===== config.mk =====
export PLATFORM = sky130hd
export DESIGN_NAME = call_account
export DESIGN_NICKNAME = d
export VERILOG_FILES = /design/src/rtl/call_account.sv
export SDC_FILE = /design/constraint.sdc
export NUM_CORES = 1
export LEC_CHECK = 0
export CAP_MARGIN = 30
export CORE_UTILIZATION = 29
export CTS_CLUSTER_SIZE = 28
export DETAILED_ROUTE_END_ITERATION = 6
export PLACE_DENSITY = 0.51
export SYNTH_ARGS = -nofsm -noshare
export SYNTH_HDL_FRONTEND = slang
export SYNTH_SLANG_ARGS = --single-unit
export TNS_END_PERCENT = 5

===== constraint.sdc =====
create_clock -name clk_1kHz -period 5.9 [get_ports clk_1kHz]
set_input_delay 0.885 -clock clk_1kHz [delete_from_list [all_inputs] [get_ports clk_1kHz]]
set_output_delay 0.885 -clock clk_1kHz [all_outputs]
set_load 0.01 [all_outputs]

===== src/rtl/call_account.sv =====
// Prepaid-card payphone billing controller.
// Keeps a 3-digit BCD balance (tens of yuan, yuan, jiao) that is loaded by keys
// while idle and charged per started minute during a call. Raises a low-balance
// warning and cuts the line once the balance no longer covers a minute.
// Optional build macro WARN_BEEP_EN: when defined the speaker toggles on every
// 4 Hz tick while warn is high; when undefined the speaker output is tied to 0.

module call_account #(
  parameter int          DIV_4HZ    = 250,
  parameter int          MIN_TICKS  = 240,
  parameter logic [11:0] LOCAL_RATE = 12'h003,
  parameter logic [11:0] LONG_RATE  = 12'h006
) (
  input  logic        clk_1kHz,
  input  logic        clrn,
  input  logic        card,
  input  logic        on,
  input  logic [1:0]  category,
  input  logic        set_money_high,
  input  logic        set_money_mid,
  input  logic        set_money_low,
  output logic [7:0]  disptime,
  output logic [11:0] dispmoney,
  output logic        read,
  output logic        write,
  output logic        warn,
  output logic        cut,
  output logic        speaker
);

  localparam int DIV_W = (DIV_4HZ > 1) ? $clog2(DIV_4HZ) : 1;
  localparam int MIN_W = (MIN_TICKS > 1) ? $clog2(MIN_TICKS) : 1;
  localparam logic [DIV_W-1:0] DIV_LAST = DIV_W'(DIV_4HZ - 1);
  localparam logic [MIN_W-1:0] MIN_LAST = MIN_W'(MIN_TICKS - 1);

  typedef enum logic [1:0] {
    IDLE = 2'd0,
    CALL = 2'd1,
    CUT  = 2'd2
  } state_t;

  state_t           state;
  logic [DIV_W-1:0] div_cnt;
  logic [MIN_W-1:0] min_cnt;
  logic [11:0]      balance;
  logic [11:0]      rate;
  logic             card_d;
  logic             called;
  logic             tick;
  logic             cat_ok;
  logic [11:0]      sel_rate;
  logic [11:0]      start_balance;
  logic [11:0]      charged_balance;

  // Three-digit BCD subtraction with ripple borrow; callers guarantee a >= b.
  function automatic logic [11:0] bcd_sub(input logic [11:0] a, input logic [11:0] b);
    logic [11:0] r;
    logic        borrow;
    logic [4:0]  d;
    r      = '0;
    borrow = 1'b0;
    for (int i = 0; i < 3; i++) begin
      d = {1'b0, a[4*i +: 4]} - {1'b0, b[4*i +: 4]} - {4'b0, borrow};
      if (d[4]) begin
        d      = d + 5'd10;
        borrow = 1'b1;
      end else begin
        borrow = 1'b0;
      end
      r[4*i +: 4] = d[3:0];
    end
    return r;
  endfunction

  // Single BCD digit increment that wraps 9 -> 0 without carrying out.
  function automatic logic [3:0] bcd_digit_inc(input logic [3:0] d);
    return (d == 4'd9) ? 4'd0 : d + 4'd1;
  endfunction

  // Two-digit BCD minute increment that sticks at 99.
  function automatic logic [7:0] bcd_min_inc(input logic [7:0] t);
    if (t == 8'h99)
      return t;
    if (t[3:0] == 4'd9)
      return {t[7:4] + 4'd1, 4'd0};
    return {t[7:4], t[3:0] + 4'd1};
  endfunction

  assign tick            = (div_cnt == DIV_LAST);
  assign cat_ok          = (category == 2'b01) || (category == 2'b10);
  assign sel_rate        = (category == 2'b10) ? LONG_RATE : LOCAL_RATE;
  assign start_balance   = bcd_sub(balance, sel_rate);
  assign charged_balance = bcd_sub(balance, rate);
  assign dispmoney       = balance;

  // Free-running divider producing the 4 Hz tick enable.
  always_ff @(posedge clk_1kHz or negedge clrn) begin
    if (!clrn)
      div_cnt <= '0;
    else if (tick)
      div_cnt <= '0;
    else
      div_cnt <= div_cnt + 1'b1;
  end

  // Billing state machine: card edge pulses, key loading, call charging and cut-off.
  always_ff @(posedge clk_1kHz or negedge clrn) begin
    if (!clrn) begin
      state    <= IDLE;
      min_cnt  <= '0;
      balance  <= '0;
      rate     <= '0;
      disptime <= '0;
      card_d   <= 1'b0;
      called   <= 1'b0;
      read     <= 1'b0;
      write    <= 1'b0;
      warn     <= 1'b0;
      cut      <= 1'b0;
    end else begin
      card_d <= card;
      read   <= card & ~card_d;
      write  <= ~card & card_d & called;
      if (card & ~card_d)
        called <= 1'b0;

      case (state)
        IDLE: begin
          if (card && on && cat_ok && !cut && (balance >= sel_rate)) begin
            state    <= CALL;
            rate     <= sel_rate;
            balance  <= start_balance;
            disptime <= 8'h01;
            min_cnt  <= '0;
            warn     <= (start_balance < sel_rate);
            called   <= 1'b1;
          end else if (tick) begin
            if (!set_money_high) balance[11:8] <= bcd_digit_inc(balance[11:8]);
            if (!set_money_mid)  balance[7:4]  <= bcd_digit_inc(balance[7:4]);
            if (!set_money_low)  balance[3:0]  <= bcd_digit_inc(balance[3:0]);
          end
        end

        CALL: begin
          if (!card || !on) begin
            state <= IDLE;
            warn  <= 1'b0;
          end else if (tick) begin
            if (min_cnt == MIN_LAST) begin
              min_cnt <= '0;
              if (balance >= rate) begin
                balance  <= charged_balance;
                disptime <= bcd_min_inc(disptime);
                warn     <= (charged_balance < rate);
              end else begin
                cut   <= 1'b1;
                state <= CUT;
              end
            end else begin
              min_cnt <= min_cnt + 1'b1;
            end
          end
        end

        CUT: begin
          if (!card || !on) begin
            state <= IDLE;
            cut   <= 1'b0;
            warn  <= 1'b0;
          end
        end

        default: begin
          state <= IDLE;
          cut   <= 1'b0;
          warn  <= 1'b0;
        end
      endcase
    end
  end

`ifdef WARN_BEEP_EN
  logic speaker_q;

  // Warning tone: flips on every tick while warn is high, silent otherwise.
  always_ff @(posedge clk_1kHz or negedge clrn) begin
    if (!clrn)
      speaker_q <= 1'b0;
    else if (!warn)
      speaker_q <= 1'b0;
    else if (tick)
      speaker_q <= ~speaker_q;
  end

  assign speaker = speaker_q & warn;
`else
  assign speaker = 1'b0;
`endif

endmodule


==> results of run 1 <==
-- worst max-delay path by stage --
| stage | start | endpoint | slack (ns) |
|---|---|---|---|
| after floorplan | category[0] | warn | 1.21 |
| after global placement | category[0] | warn | 0.50 |
| after detailed placement | category[0] | warn | 0.33 |
| after CTS | category[0] | warn | 0.62 |
| after global routing | category[0] | warn | 0.25 |
| final | category[0] | warn | 0.63 |
-- layer usage --
layer	track usage, %	vias to the layer above	share of wire (%)
li1	-	1684	-
met5	0	-	0
met4	4.167	0	1.6
met2	22.65	63	46
met3	2.277	12	3.1
met1	20.52	1597	49
-- per-stage QoR --
step,instances,utilization [%],power [mW]
after global routing,654,34.87,1.995
after floorplan,458,-,1.226
after detailed placement,646,33.77,1.543
after CTS,654,34.87,1.840
after global placement,646,33.77,1.523
final,654,34.87,1.815
-- Yosys cell counts, types with 4 or more instances --
master and n:
o31ai_1 8, ha_1 35, xnor2_1 10, a21o_1 4, nand3_1 14, nand2_1 47, nand2b_1 22, xor2_1 7
mux2i_1 5, o21ai_2 4, buf_2 9, o21a_1 5, o32ai_1 4, o21ai_1 21, a211oi_2 4, clkbuf_1 5
a21oi_1 16, dfrtp_1 47, nor3_1 9, a211oi_1 6, o21ai_0 22, mux2_2 4, inv_1 31, nor2b_1 10
nor2_1 37
-- cell families (layout without fill, tap and decap cells) --
| family | count (synthesis) | count (layout) | synth area share [%] |
|---|---|---|---|
| multiplexers | 13 | 13 | 3.696 |
| AO/OA/AOI/OAI | 119 | 119 | 21.22 |
| XOR/XNOR | 17 | 17 | 3.825 |
| AND/OR/NAND/NOR | 175 | 175 | 23.79 |
| adder cells (fa/ha/maj) | 36 | 36 | 11.76 |
| buffers and inverters | 50 | 74 | 5.400 |
| other | 1 | 1 | 0.09634 |
| flip-flops | 47 | 47 | 30.22 |
-- state kept, by name, summed over array words and instances (netlist names) --
name	cells
rate	3
read	1
dispmoney	12
div_cnt	8
state	2
called	1
write	1
card_d	1
min_cnt	8
warn	1
disptime	8
cut	1
-- report_power, final --
part / total (mW) / switching (mW) / internal [mW]
Combinational: 1.01 / 0.523 / 0.486
Clock: 0.285 / 0.128 / 0.157
Sequential: 0.520 / 0.148 / 0.372
-- critical path: cells and delay by family --
| family | cells | cell delay (ns) |
|---|---|---|
| and+or+nand+nor | 6 | 1.34 |
| buffers and inverters | 4 | 0.68 |
| AOI/OAI and AO/OA | 3 | 0.57 |
| muxes | 1 | 0.17 |
| adders and majority gates | 8 | 1.85 |
-- final cells by class --
type / count / area [sq um]
clock inverters: 2 / 12.51
flip-flops and latches: 47 / 1176
fillers: 1334 / 8387
inverters: 32 / 120.1
multi-input cells: 361 / 2506
well taps: 172 / 215.2
repair buffers: 34 / 330.3
clock buffers: 6 / 128.9
==> results.toml, run 1 <==
[outcome]
outcome = "finished, final reports clean"

[floorplan]
die_area_sq_um = 13890
die_x_um = 117.9
boundaryPins = 34
rows = 41
core_area_sq_um = 12880
die_h_um = 117.9
initial_core_util_pct = 30.23

[worst_setup_path]
worstPathRequired_ns = 6.13
crit_slowest_cell = "or4_1"
r2r_end = "warn"
rrSetupSlack_ns = 1.37
crit_chain = "clkdlybuf4s50_1, inv_1, ha_1, inv_1, ha_1, inv_1, ha_1, a211oi_2, ha_1, ha_1, nor3b_2, ha_1, ha_1, nand2b_1, nand2_1, ha_1, nor2_1, o21ai_0, or3_1, or4_1, o32ai_1, mux2_1"
path_class = "input port to flip-flop"
reg2reg_depth = 19
end_kind = "flip-flop"
slowest_delay_ns = 0.46
worstReg2RegStart = "dispmoney[0]"
path_max_fanout = 7
cp.arrival_ns = 5.50
start_kind = "input port"
worst_path_most_repeated_cell = "ha_1"

[logic_synthesis]
ys_seq_area_share_pct = 30.22
synth_top_flop_cell = "dfrtp_1"
ys_ff_latch = 47
yosys.area.top_type = "dfrtp_1"
yosys-top-cells-area = "dfrtp_1 (30%), ha_1 (11%), nand2_1 (4.5%)"
ys_warn_count = 0
synth_edf_count = 0
syn-instance-count = 458
synth_area_per_cell_sq_um = 8.499
ys_types = 69
synth_fp_nets = 503
netlist_area_sq_um = 3892
synthArstFlopShare_pct = 100.0
synthDominantCellAreaShare_pct = 30.22

[cells_and_area]
fin_nets = 526
stdcell_area_sq_um = 4489
drive_gt1_share_pct = 7.884
insertedDiodeCount = 0
final_cell_mix = "nand2_1 (47), dfrtp_1 (47), nor2_1 (37)"
syn_to_final_growth_pct = 15.33

[drt]
wl_per_cell_um = 14.85
vias_per_cell = 5.131
drt-initial-drc-count = 219
drtPass1Iterations = 5
routed_wirelength_mm = 9.709
ant_nets = 0
drc_errors = 0
routed-via-count = 3356

[cts]
cts_hold_buf = 0
cts_max_path_buffers = 2
cts_root_buf = "clkbuf_16"
clkSlewWorstSetupHoldPaths_ns = 0.07
post_cts.repair.setup_buffers = 0
cts_resized = 0
tritoncts = "done"
clock_latency_ns = 0.29
htreeDepth = 2
cts_sinks = 47
cts_buffers = 5

[sta]
relSlewSlack_pct = 55.28
hold_ws_ns = 0.4384
finalSetupViolCount = 0
slew_viol_final = 0
tightest_slew_ns = 0.6693
min_period_ns = 5.266
finalHoldViolations = 0
period_share_pct = 89.26
fin_ws_ns = 0.6336
max_freq_mhz = 189.9
fin_skew_ns = 0.007956
setup_tns_ns = 0
rsz0062_at_grt = "false"

[global_routing]
grt_usage_pct = 14.51
grt_max_degree = 48
grt_pass1_vias = 3227
antenna_found_initial = 0
grt_pass1_wl_mm = 16.39
grt.overflow.total = 0

[power]
p_per_area_nw_per_um2 = 404.3
total_leakage_power_nw = 1.910
peakVddDrop_mv = 0.1062

[min_path]
hold_path_class = "flip-flop to flip-flop"
holdPathStages = 1
hold_start = "card_d"
hold_end = "read"

[flow_run]
maxCapViolCount = 0

[placed_design]
numPortBuffers = 32
pre_cts_slack_ns = 0.3257
post-dp-hpwl_mm = 7.189
dpl_cell_area_sq_um = 4348
gp_congestion = 0.9055
(Power assumes the default switching activity.)
==> inputs of run 2 (changes only) <==
- CORE_UTILIZATION: 29 -> 60
- PLACE_DENSITY: 0.51 -> 0.87
- REMOVE_ABC_BUFFERS: default -> 1
==> results.toml, run 2 (synthesis results as in run 1) <==
[drt]
wl_met3_um = 613
top_layer_used = "met4"
ant_nets = 0
met1_length_mm = 3.814
routed_wirelength_mm = 9.185
drc_errors = 0
wl_per_cell_um = 16.49
routed-via-count = 3549
wl_met2_mm = 4.576
drt-initial-drc-count = 210
drtPass1Iterations = 5
vias_per_cell = 6.372

[power]
p_per_area_nw_per_um2 = 401.9
clkPwrFrac_pct = 11.1
peakVddDrop_mv = 0.2787
total_leakage_power_nw = 1.889
pwr-share-seq_pct = 30.0
switchingPower_uw = 793.5
power_mw = 1.738
p_sw_share_pct = 45.65
p_int_uw = 944.5
pwr-share-comb_pct = 59.0

[sta]
tightest_slew_ns = 0.6639
fin_skew_ns = 0.009732
fin_ws_ns = 0.6011
period_share_pct = 89.81
min_period_ns = 5.299
setup_tns_ns = 0
finalSetupViolCount = 0
rsz0062_at_grt = "false"
hold_ws_ns = 0.4528
slew_viol_final = 0
max_freq_mhz = 188.7
finalHoldViolations = 0
relSlewSlack_pct = 55.63

[placed_design]
post-dp-hpwl_mm = 6.848
pre_cts_slack_ns = 0.3449
gp_congestion = 0.9423
dpl_cell_area_sq_um = 4239
numPortBuffers = 32
place_inst = 549

[worst_setup_path]
path_max_fanout = 7
cp.arrival_ns = 5.55
path_class = "input port to flip-flop"
worstPathRequired_ns = 6.15
end_kind = "flip-flop"
start_kind = "input port"
reg2reg_depth = 19

[global_routing]
grt.overflow.total = 0
grt_usage_pct = 28.77
grt_max_degree = 29
antenna_found_initial = 0
grt_pass1_vias = 3285
grt_pass1_wl_mm = 14.94

[cells_and_area]
drive_gt1_share_pct = 7.884
insertedDiodeCount = 0
syn_to_final_growth_pct = 11.09
largest_register_ffs = 12
final_cell_mix = "nand2_1 (47), dfrtp_1 (47), nor2_1 (37)"
finalNonFillerCells = 557
fin_nets = 526
stdcell_area_sq_um = 4324
fin_util_pct = 70.94

[cts]
post_cts.repair.setup_buffers = 0
cts_max_path_buffers = 2
cts_root_buf = "clkbuf_8"
cts_resized = 0
clock_latency_ns = 0.30
cts_hold_buf = 0
cts_sinks = 47
tritoncts = "done"
cts_buffers = 5
htreeDepth = 2
clkSlewWorstSetupHoldPaths_ns = 0.09

[flow_run]
maxCapViolCount = 0

[floorplan]
rows = 28
core_area_sq_um = 6096
die_x_um = 82.55
boundaryPins = 34
initial_core_util_pct = 63.85
die_h_um = 82.55
die_area_sq_um = 6814

[outcome]
outcome = "finished, final reports clean"

[min_path]
hold_path_class = "flip-flop to flip-flop"
holdPathStages = 1
## run 2: cell counts in the layout (fill, tap and decap cells not counted)
Identical to the previous run, type by type.
## run 2: power by group through the flow
stage | clock network [mW] | logic (mW) | registers [mW]
floorplan | 0 | 0.700 | 0.508
detailed placement | 0 | 1.01 | 0.524
global placement | 0 | 0.963 | 0.517
CTS | 0.198 | 1.02 | 0.518
global route | 0.211 | 1.15 | 0.532
finish | 0.192 | 1.02 | 0.521
## run 2: path summary, 6_finish.rpt
kind | slack, ns | end | start
max | 0.60 | warn | category[0]
min | 0.45 | read | card_d
max reg2reg | 1.39 | warn | dispmoney[0]
min reg2reg | 0.45 | read | card_d
max in group asynchronous | 4.82 | min_cnt[0] | clrn
min in group asynchronous | 0.54 | read | clrn
## run 2: cell type report
type	instances	area, sq um
clock inverter	2	12.51
inverter	32	120.1
fill	482	1772
clock buffer	6	72.57
timing repair buffer	34	342.8
multi-input combinational	361	2506
sequential	47	1176
tap	75	93.84
## run 2: per-layer routing
layer,up-vias,GRT usage [%]
met2,158,50.83
met1,1689,36.19
li1,1682,-
met4,0,8.621
met5,-,0
met3,20,4.286
## run 2: worst max-delay path, stage by stage
cell and delay (ns):
clkdlybuf4s50_1 0.46, inv_1 0.04, ha_1 0.22, inv_1 0.13
ha_1 0.22, inv_1 0.06, ha_1 0.27, a211oi_2 0.30
ha_1 0.23, ha_1 0.20, nor3b_2 0.23, ha_1 0.22
ha_1 0.23, nand2b_1 0.15, nand2_1 0.07, ha_1 0.28
nor2_1 0.08, o21ai_0 0.11, or3_1 0.35, or4_1 0.47
o32ai_1 0.15, mux2_1 0.18
